File: config.mk
export PLATFORM = sky130hd
export DESIGN_NAME = serial_frame_sink
export DESIGN_NICKNAME = d
export VERILOG_FILES = /design/src/rtl/serial_frame_sink_pkg.sv /design/src/rtl/serial_frame_sink_shift_rx.sv /design/src/rtl/serial_frame_sink.sv
export SDC_FILE = /design/constraint.sdc
export NUM_CORES = 1
export LEC_CHECK = 0
export CAP_MARGIN = 20
export CORE_MARGIN = 5
export CORE_UTILIZATION = 36
export CTS_CLUSTER_DIAMETER = 50
export DETAILED_ROUTE_END_ITERATION = 7
export GPL_TIMING_DRIVEN = 1
export HOLD_SLACK_MARGIN = 0.03
export PLACE_DENSITY = 0.67
export SLEW_MARGIN = 25
export SYNTH_ARGS = -nofsm -noshare
export SYNTH_HDL_FRONTEND = slang
export SYNTH_SLANG_ARGS = --single-unit
File: constraint.sdc
create_clock -name clk -period 1.8 [get_ports clk]
set_input_delay 0.18 -clock clk [delete_from_list [all_inputs] [get_ports clk]]
set_output_delay 0.18 -clock clk [all_outputs]
set_load 0.005 [all_outputs]
File: src/rtl/serial_frame_sink_pkg.sv
// Shared constants, FSM state type and helpers for the serial frame sink.
package serial_frame_sink_pkg;

    localparam int unsigned FRAME_BITS = 21;
    localparam int unsigned ADDR_W     = 3;
    localparam int unsigned DATA_W     = 18;
    localparam int unsigned N_FRAMES   = 8;

    typedef enum logic [1:0] {
        IDLE,
        SHIFT,
        HOLD,
        DONE
    } state_t;

    // Increment a 4-bit error count, sticking at all-ones.
    function automatic logic [3:0] sat_inc4(input logic [3:0] v);
        return (v == 4'hF) ? v : v + 4'd1;
    endfunction

endpackage

File: src/rtl/serial_frame_sink_shift_rx.sv
// Serial receive shifter with bit counter; MSB arrives first.
module sfs_shift_rx #(
    parameter int unsigned FRAME_BITS = 21
) (
    input  logic                  clk,
    input  logic                  rst,
    input  logic                  sd,
    input  logic                  shift_en,
    input  logic                  first,
    output logic [FRAME_BITS-1:0] word,
    output logic                  frame_full
);

    localparam int unsigned CNT_W = $clog2(FRAME_BITS + 1);

    logic [FRAME_BITS-1:0] shift_q;
    logic [CNT_W-1:0]      bit_cnt;

    // Word as it stands including the bit on sd, so a completed frame can be
    // captured on the same edge that samples its last bit.
    assign word       = {shift_q[FRAME_BITS-2:0], sd};
    // High when the next sampled bit completes the frame.
    assign frame_full = (bit_cnt == CNT_W'(FRAME_BITS - 1));

    // Shift register and bit counter; the first bit of a frame restarts the count.
    always_ff @(posedge clk or negedge rst) begin
        if (!rst) begin
            shift_q <= '0;
            bit_cnt <= '0;
        end else if (shift_en) begin
            shift_q <= word;
            bit_cnt <= first ? CNT_W'(1) : bit_cnt + CNT_W'(1);
        end
    end

endmodule

File: src/rtl/serial_frame_sink.sv
// Serial frame sink: receives address/data frames and writes them to a memory port.
module serial_frame_sink #(
    parameter int unsigned FRAME_BITS = serial_frame_sink_pkg::FRAME_BITS,
    parameter int unsigned N_FRAMES   = serial_frame_sink_pkg::N_FRAMES
) (
    input  logic                                    clk,
    input  logic                                    rst,
    input  logic                                    sen,
    input  logic                                    sd,
    output logic                                    mem_wen,
    output logic [serial_frame_sink_pkg::ADDR_W-1:0] mem_a,
    output logic [serial_frame_sink_pkg::DATA_W-1:0] mem_d,
    output logic                                    done,
    output logic                                    frame_err,
    output logic [3:0]                              err_cnt
);

    import serial_frame_sink_pkg::*;

    localparam int unsigned CNT_W = $clog2(N_FRAMES + 1);

    state_t                state;
    state_t                next_state;
    logic                  shift_en;
    logic                  first;
    logic                  launch;
    logic                  short_err;
    logic                  over_err;
    logic                  over_seen;
    logic                  write_end;
    logic                  last_write;
    logic [CNT_W-1:0]      frame_cnt;
    logic [FRAME_BITS-1:0] word;
    logic                  frame_full;

    sfs_shift_rx #(
        .FRAME_BITS(FRAME_BITS)
    ) u_shift_rx (
        .clk       (clk),
        .rst       (rst),
        .sd        (sd),
        .shift_en  (shift_en),
        .first     (first),
        .word      (word),
        .frame_full(frame_full)
    );

    assign write_end  = ~mem_wen;
    assign last_write = write_end && (frame_cnt == CNT_W'(N_FRAMES - 1));

    // FSM state register.
    always_ff @(posedge clk or negedge rst) begin
        if (!rst) begin
            state <= IDLE;
        end else begin
            state <= next_state;
        end
    end

    // Next-state decode and per-cycle control strobes.
    always_comb begin
        next_state = state;
        shift_en   = 1'b0;
        first      = 1'b0;
        launch     = 1'b0;
        short_err  = 1'b0;
        over_err   = 1'b0;
        case (state)
            IDLE: begin
                if (!sen) begin
                    shift_en   = 1'b1;
                    first      = 1'b1;
                    next_state = SHIFT;
                end
            end
            SHIFT: begin
                if (sen) begin
                    short_err  = 1'b1;
                    next_state = IDLE;
                end else begin
                    shift_en = 1'b1;
                    if (frame_full) begin
                        launch     = 1'b1;
                        next_state = HOLD;
                    end
                end
            end
            HOLD: begin
                if (!sen && !over_seen) begin
                    over_err = 1'b1;
                end
                // Completion wins over returning to IDLE on the write cycle.
                if (last_write) begin
                    next_state = DONE;
                end else if (sen) begin
                    next_state = IDLE;
                end
            end
            DONE: begin
                next_state = DONE;
            end
            default: begin
                next_state = IDLE;
            end
        endcase
    end

    // Write port, completion, error pulse and counters.
    always_ff @(posedge clk or negedge rst) begin
        if (!rst) begin
            mem_wen   <= 1'b1;
            mem_a     <= '0;
            mem_d     <= '0;
            done      <= 1'b0;
            frame_err <= 1'b0;
            err_cnt   <= '0;
            frame_cnt <= '0;
            over_seen <= 1'b0;
        end else begin
            mem_wen   <= ~launch;
            frame_err <= short_err;
            if (launch) begin
                mem_a     <= word[FRAME_BITS-1 -: ADDR_W];
                mem_d     <= word[DATA_W-1:0];
                over_seen <= 1'b0;
            end
            if (over_err) begin
                over_seen <= 1'b1;
            end
            if (short_err || over_err) begin
                err_cnt <= sat_inc4(err_cnt);
            end
            if (write_end) begin
                frame_cnt <= frame_cnt + CNT_W'(1);
            end
            if (last_write) begin
                done <= 1'b1;
            end
        end
    end

endmodule
### Word-level counts from Yosys, hierarchy flattened

Index checks and enable logic that the tools add are counted.

| operators by class | value |
|---|---|
| $add $sub $neg | 3 |
| $mul | 0 |
| div/mod/pow operators | 0 |
| order comparisons | 0 |
| equal/unequal tests | 9 |
| shifts and indexed selects | 0 |
| multiplexer cells | 19 |
| bitwise gates (word level) | 3 |
| reduce and logical (&&, ||, !) cells | 10 |

Operators by type and width:

| kind | count |
|---|---|
| two-way mux 1 bit | 12 |
| two-way mux 2 bit | 5 |
| adder 4 x 1 -> 4 bit, second input constant | 2 |
| case mux 2 bit (4 select lines) | 1 |
| inequality test 3 bit, second input constant | 2 |
| adder 5 x 1 -> 5 bit, second input constant | 1 |
| == test 5 bit, second input constant | 1 |
| two-way mux 5 bit | 1 |
| == test 2 bit, second input constant | 2 |
| == test 4 x 3 -> 1 bit, second input constant | 1 |
| == test 4 bit, second input constant | 1 |
| NOT 1 bit | 3 |
| AND reduction 3 bit | 1 |
| == test 2 x 1 -> 1 bit, second input constant | 1 |
| logical AND 1 bit | 2 |
| logical NOT 1 bit | 2 |
| logical NOT 2 bit | 1 |
| inequality test 2 bit, second input constant | 1 |
| AND reduction 2 bit | 1 |
| nonzero test 2 bit | 1 |
| OR reduction 2 bit | 1 |
| logical OR 1 bit | 1 |

| word-level totals | value |
|---|---|
| flip-flop bits (word level) | 60 |
| latch bits | 0 |
| memory bits (writable) | 0 |
| ROM bits | 0 |
| input port bits | 4 |
| output and inout port bits | 28 |
| word-level logic and storage cells | 55 |
| memories | 0 |

### Logic depth before layout (Yosys ltp)

| logic depth | value |
|---|---|
| depth after elaboration | 6 |
| mapped depth | 7 |
| gate-level depth less buffers | 5 |

### Modules after synthesis

A second synthesis with hierarchy kept.

| second synthesis, totals | value |
|---|---|
| cell total of the unflattened synthesis | 174 |
| area, all modules | 2533.7 um^2 |

By module, submodules not included:

| module | instances | cells an instance | area each (um^2) | sequential area each (um^2) |
|---|---|---|---|---|
| serial_frame_sink | 1 | 99 | 1501.4 | 877.1 |
| sfs_shift_rx | 1 | 75 | 1032.2 | 625.6 |

### Least setup slack after synthesis

OpenSTA, ideal clock, no wires.

| path | value |
|---|---|
| path type | register to register |
| start point | reg u_shift_rx.bit_cnt[0] |
| end point | reg mem_a[2] in the netlist's numbering |
| setup time | 125 ps |
| data arrival time | 1519 ps |
| data required time | 1675 ps |
| setup slack | 156 ps |
| cell stages (with the launch flop) | 8 |
| buffers on the path | 2 |
| clock period less this slack | 1644 ps |
| cells stage by stage | dfrtp_1 > inv_1 > ha_1 > and4b_1 > and3_1 > buf_6 > buf_6 > mux2_4 |

| on the way | value |
|---|---|
| longest elaborated chain between the ends | 4 |

RTL lines:

| element | line | source |
|---|---|---|
| from (decl) | serial_frame_sink_shift_rx.sv:17 | `logic [CNT_W-1:0] bit_cnt;` |
| from (signal assigned) | serial_frame_sink_shift_rx.sv:32 | `bit_cnt <= first ? CNT_W'(1) : bit_cnt + CNT_W'(1);` |
| == test 5 bit | serial_frame_sink_shift_rx.sv:23 | `assign frame_full = (bit_cnt == CNT_W'(FRAME_BITS - 1));` |
| two-way mux 1 bit | serial_frame_sink.sv:82 | `if (frame_full) begin` |
| two-way mux 1 bit | serial_frame_sink.sv:77 | `if (sen) begin` |
| two-way mux 1 bit | serial_frame_sink.sv:68 | `case (state)` |
| to (signal assigned) | serial_frame_sink.sv:123 | `mem_a <= word[FRAME_BITS-1 -: ADDR_W];` |
| to (decl) | serial_frame_sink.sv:11 | `output logic [serial_frame_sink_pkg::ADDR_W-1:0] mem_a,` |

Every way passes these cells.
A chain may end at the register's enable or synchronous reset.

### Final worst setup path

| path | value |
|---|---|
| start point | reg u_shift_rx.bit_cnt[1] |
| end point | reg mem_a[1] in the netlist's numbering |

The elaborated chain is that of the path after synthesis.

==> impl_metrics.csv <==
group,metric,value,unit
cts,cts_root_buffer,"clkbuf_8",
cts,htreeDepth,3,
cts,clkSinkCount,60,
global_routing,grt_antenna_before_repair,0,
logic_synthesis,seq_area_frac_synth,59.81,%
cts,clk-insertion-delay-late,0.33,ns
logic_synthesis,avgSynthCellArea,12.20,um2
drt,drtIter0Drc,53,
sta,rsz0062_at_grt,"false",
cells_and_area,n_fill_cell,625,
global_routing,overflow,0,
sta,hold_viol,0,
global_routing,grt_pass1_vias,1584,
global_routing,grt_pass1_wl,7410,um
pwr,power.density,823.8,mW/mm2
floorplan,rows,30,
floorplan,die_h,93.54,um
flow_run,cap_violations,0,
sta,finClkSkew,0.003893,ns
cells_and_area,n_antenna_cell,0,
cells_and_area,num-nets-final,255,
cells_and_area,final_common_cell,"nand2_1",
sta,timing.fmax,595.8,MHz
cts,numCtsBuffers,9,
floorplan,initial_utilization,36.98,%
logic_synthesis,synthCells,206,
floorplan,ios,32,
cells_and_area,final_cell_mix,"nand2_1, dfrtp_1, clkdlybuf4s50_1, mux2_4, clkbuf_8",
sta,fin_setup_tns,0,ns
cells_and_area,drive_above_1_share,19.52,%
drt,vias,1541,
sta,worst_pin_slew,0.3808,ns
worst_setup_path,setup.worst_path.start_class,"flip-flop",
worst_setup_path,cp.arrival,1.90,ns
logic_synthesis,synth.distinct_cells,31,
worst_setup_path,critPathKind,"reg -> reg",
hold_path,min_path_type,"in -> async",
drt,routedWlPerCell,12.73,um
sta,period_minus_slack,1.678,ns
drt,drcViolationCount,0,
cts,cts_tree,"yes",
placed_design,io_buffer_count,31,
floorplan,die_w,93.54,um
cells_and_area,utilization,47.00,%
logic_synthesis,yosys_warnings,0,
pwr,ir_worst_vdd,0.0004158,V
run_status,status,"finished, final reports clean",
cts,cts.reportedPaths.clkPinSlew,0.06,ns
sta,min_period_over_period,93.25,%
drt,vias_per_cell,4.441,
cts,clock_tree.buffer_depth,2,
drt,drt_first_pass_iters,4,
sta,setup_violations,0,
placed_design,gp_congestion,0.7346,
drt,ant_nets,0,
floorplan,core,0.006794,mm2
logic_synthesis,syn-cell-area,0.002512,mm2
worst_setup_path,crit_fanout,11,
drt,routed_wl,4419,um
cells_and_area,syn2layout_area_growth,27.09,%
logic_synthesis,synth_seq_cells,60,
logic_synthesis,syn-num-nets,214,
placed_design,hpwl,2811,um
floorplan,dieArea,0.008750,mm2
global_routing,grt_start_max_net_pins,61,
worst_setup_path,cp.required,2.02,ns
global_routing,grt_use_total,11.01,%
sta,final_max_slew_viol_count,0,
worst_setup_path,end_kind,"flip-flop",
pwr,p_leak,0.001550,uW
sta,relSlewSlack,74.27,%
-- critical path, stage by stage, from the launching register on --
cell	delay (ns)
dfrtp_1	0.40
inv_1	0.06
ha_1	0.13
and4b_1	0.24
and3_4	0.24
buf_12	0.16
mux2_1	0.33
-- kinds of logic (layout without fill, tap and decap cells) --
group / Yosys count / after routing / synth area share, %
simple gates: 83 / 83 / 15.09
flops: 60 / 60 / 59.81
mux: 27 / 27 / 14.94
compound gates: 15 / 15 / 3.735
buf+inv: 13 / 58 / 3.038
fa+ha+maj: 4 / 4 / 1.992
xor+xnor: 4 / 4 / 1.394
-- registers in the layout, summed over array words and instances (netlist names) --
name	flops
frame_err	1
over_seen	1
frame_cnt	4
done	1
u_shift_rx.bit_cnt	5
mem_d	18
mem_a	3
err_cnt	4
u_shift_rx.shift_q	20
mem_wen	1
state	2
-- cell usage after synthesis (all sizes together) --
cell type	n	share of area (%)
nand2	60	9.0
dfrtp	59	59
mux2	27	15
buf	7	2.1
o21ai	6	1.2
nand2b	5	1.2
a21oi	4	0.80
a22o	4	1.4
ha	4	2.0
xnor2	4	1.4
clkbuf	3	0.45
inv	3	0.45
nand3	3	0.60
nor2	3	0.55
and2	2	0.50
nor3	2	0.40
or2	2	0.50
and3	1	0.25
and3b	1	0.35
and4b	1	0.40
dfstp	1	1.0
nand4b	1	0.35
nor4b	1	0.60
nor4bb	1	0.40
o2111ai	1	0.35
-- final cells by class --
| cell class | count | area [um2] | area share (%) |
|---|---|---|---|
| Sequential cell | 60 | 1503 | 47.06 |
| Inverter | 3 | 11.26 | 0.3527 |
| Tap cell | 96 | 120.1 | 3.762 |
| Clock buffer | 14 | 172.7 | 5.408 |
| Timing Repair Buffer | 40 | 417.9 | 13.09 |
| Multi-Input combinational cell | 133 | 938.4 | 29.39 |
| Clock inverter | 1 | 30.03 | 0.9404 |
-- final timing paths --
path,startpoint,end,slack (ns),cells past startpoint
min in group clk,sd,u_shift_rx.shift_q[0],0.45,3
hold / removal,rst,mem_d[14],0.37,3
hold reg to reg,done,done,0.47,1
max in group asynchronous,rst,mem_wen,1.12,3
setup / recovery,u_shift_rx.bit_cnt[1],mem_a[1],0.12,6
setup reg to reg,u_shift_rx.bit_cnt[1],mem_a[1],0.12,6
-- per-layer routing --
layer / vias to the layer above / GRT usage [%] / share of wire (%)
met2: 24 / 16.86 / 46
met1: 742 / 13.72 / 47
met3: 9 / 2.977 / 4.5
li1: 766 / - / -
met4: 0 / 6.859 / 2.3
met5: - / 0 / 0
-- stage by stage --
stage	setup WS (ns)	power (uW)	hold slack [ns]	cell area, um2	std cells
after floorplan	0.1562	1381	-0.1156	2512	206
after global placement	0.09225	1425	0.2092	2950	330
after detailed placement	0.04654	1426	0.2093	2950	330
after CTS	0.07990	2667	0.3927	3163	346
after global routing	0.02814	2734	0.4197	3193	347
final	0.1215	2630	0.3740	3193	347
-- timing repair --
| item | CTS | global route |
|---|---|---|
| endpoints found under the setup margin | 0 | 2 |
| setup buffers | 0 | 0 |
| hold buffers | 1 | 0 |
| gates resized for setup | 0 | 2 |
| endpoints found under the hold margin | 59 | 0 |
-- power breakdown --
group          internal (uW)  switching [uW]  total [uW]
registers               1350            1.42        1350
logic                   15.4            32.1        47.5
clock network            747             484        1230
total                   2110             517        2630
No activity file was read; power rests on OpenSTA's default activity.
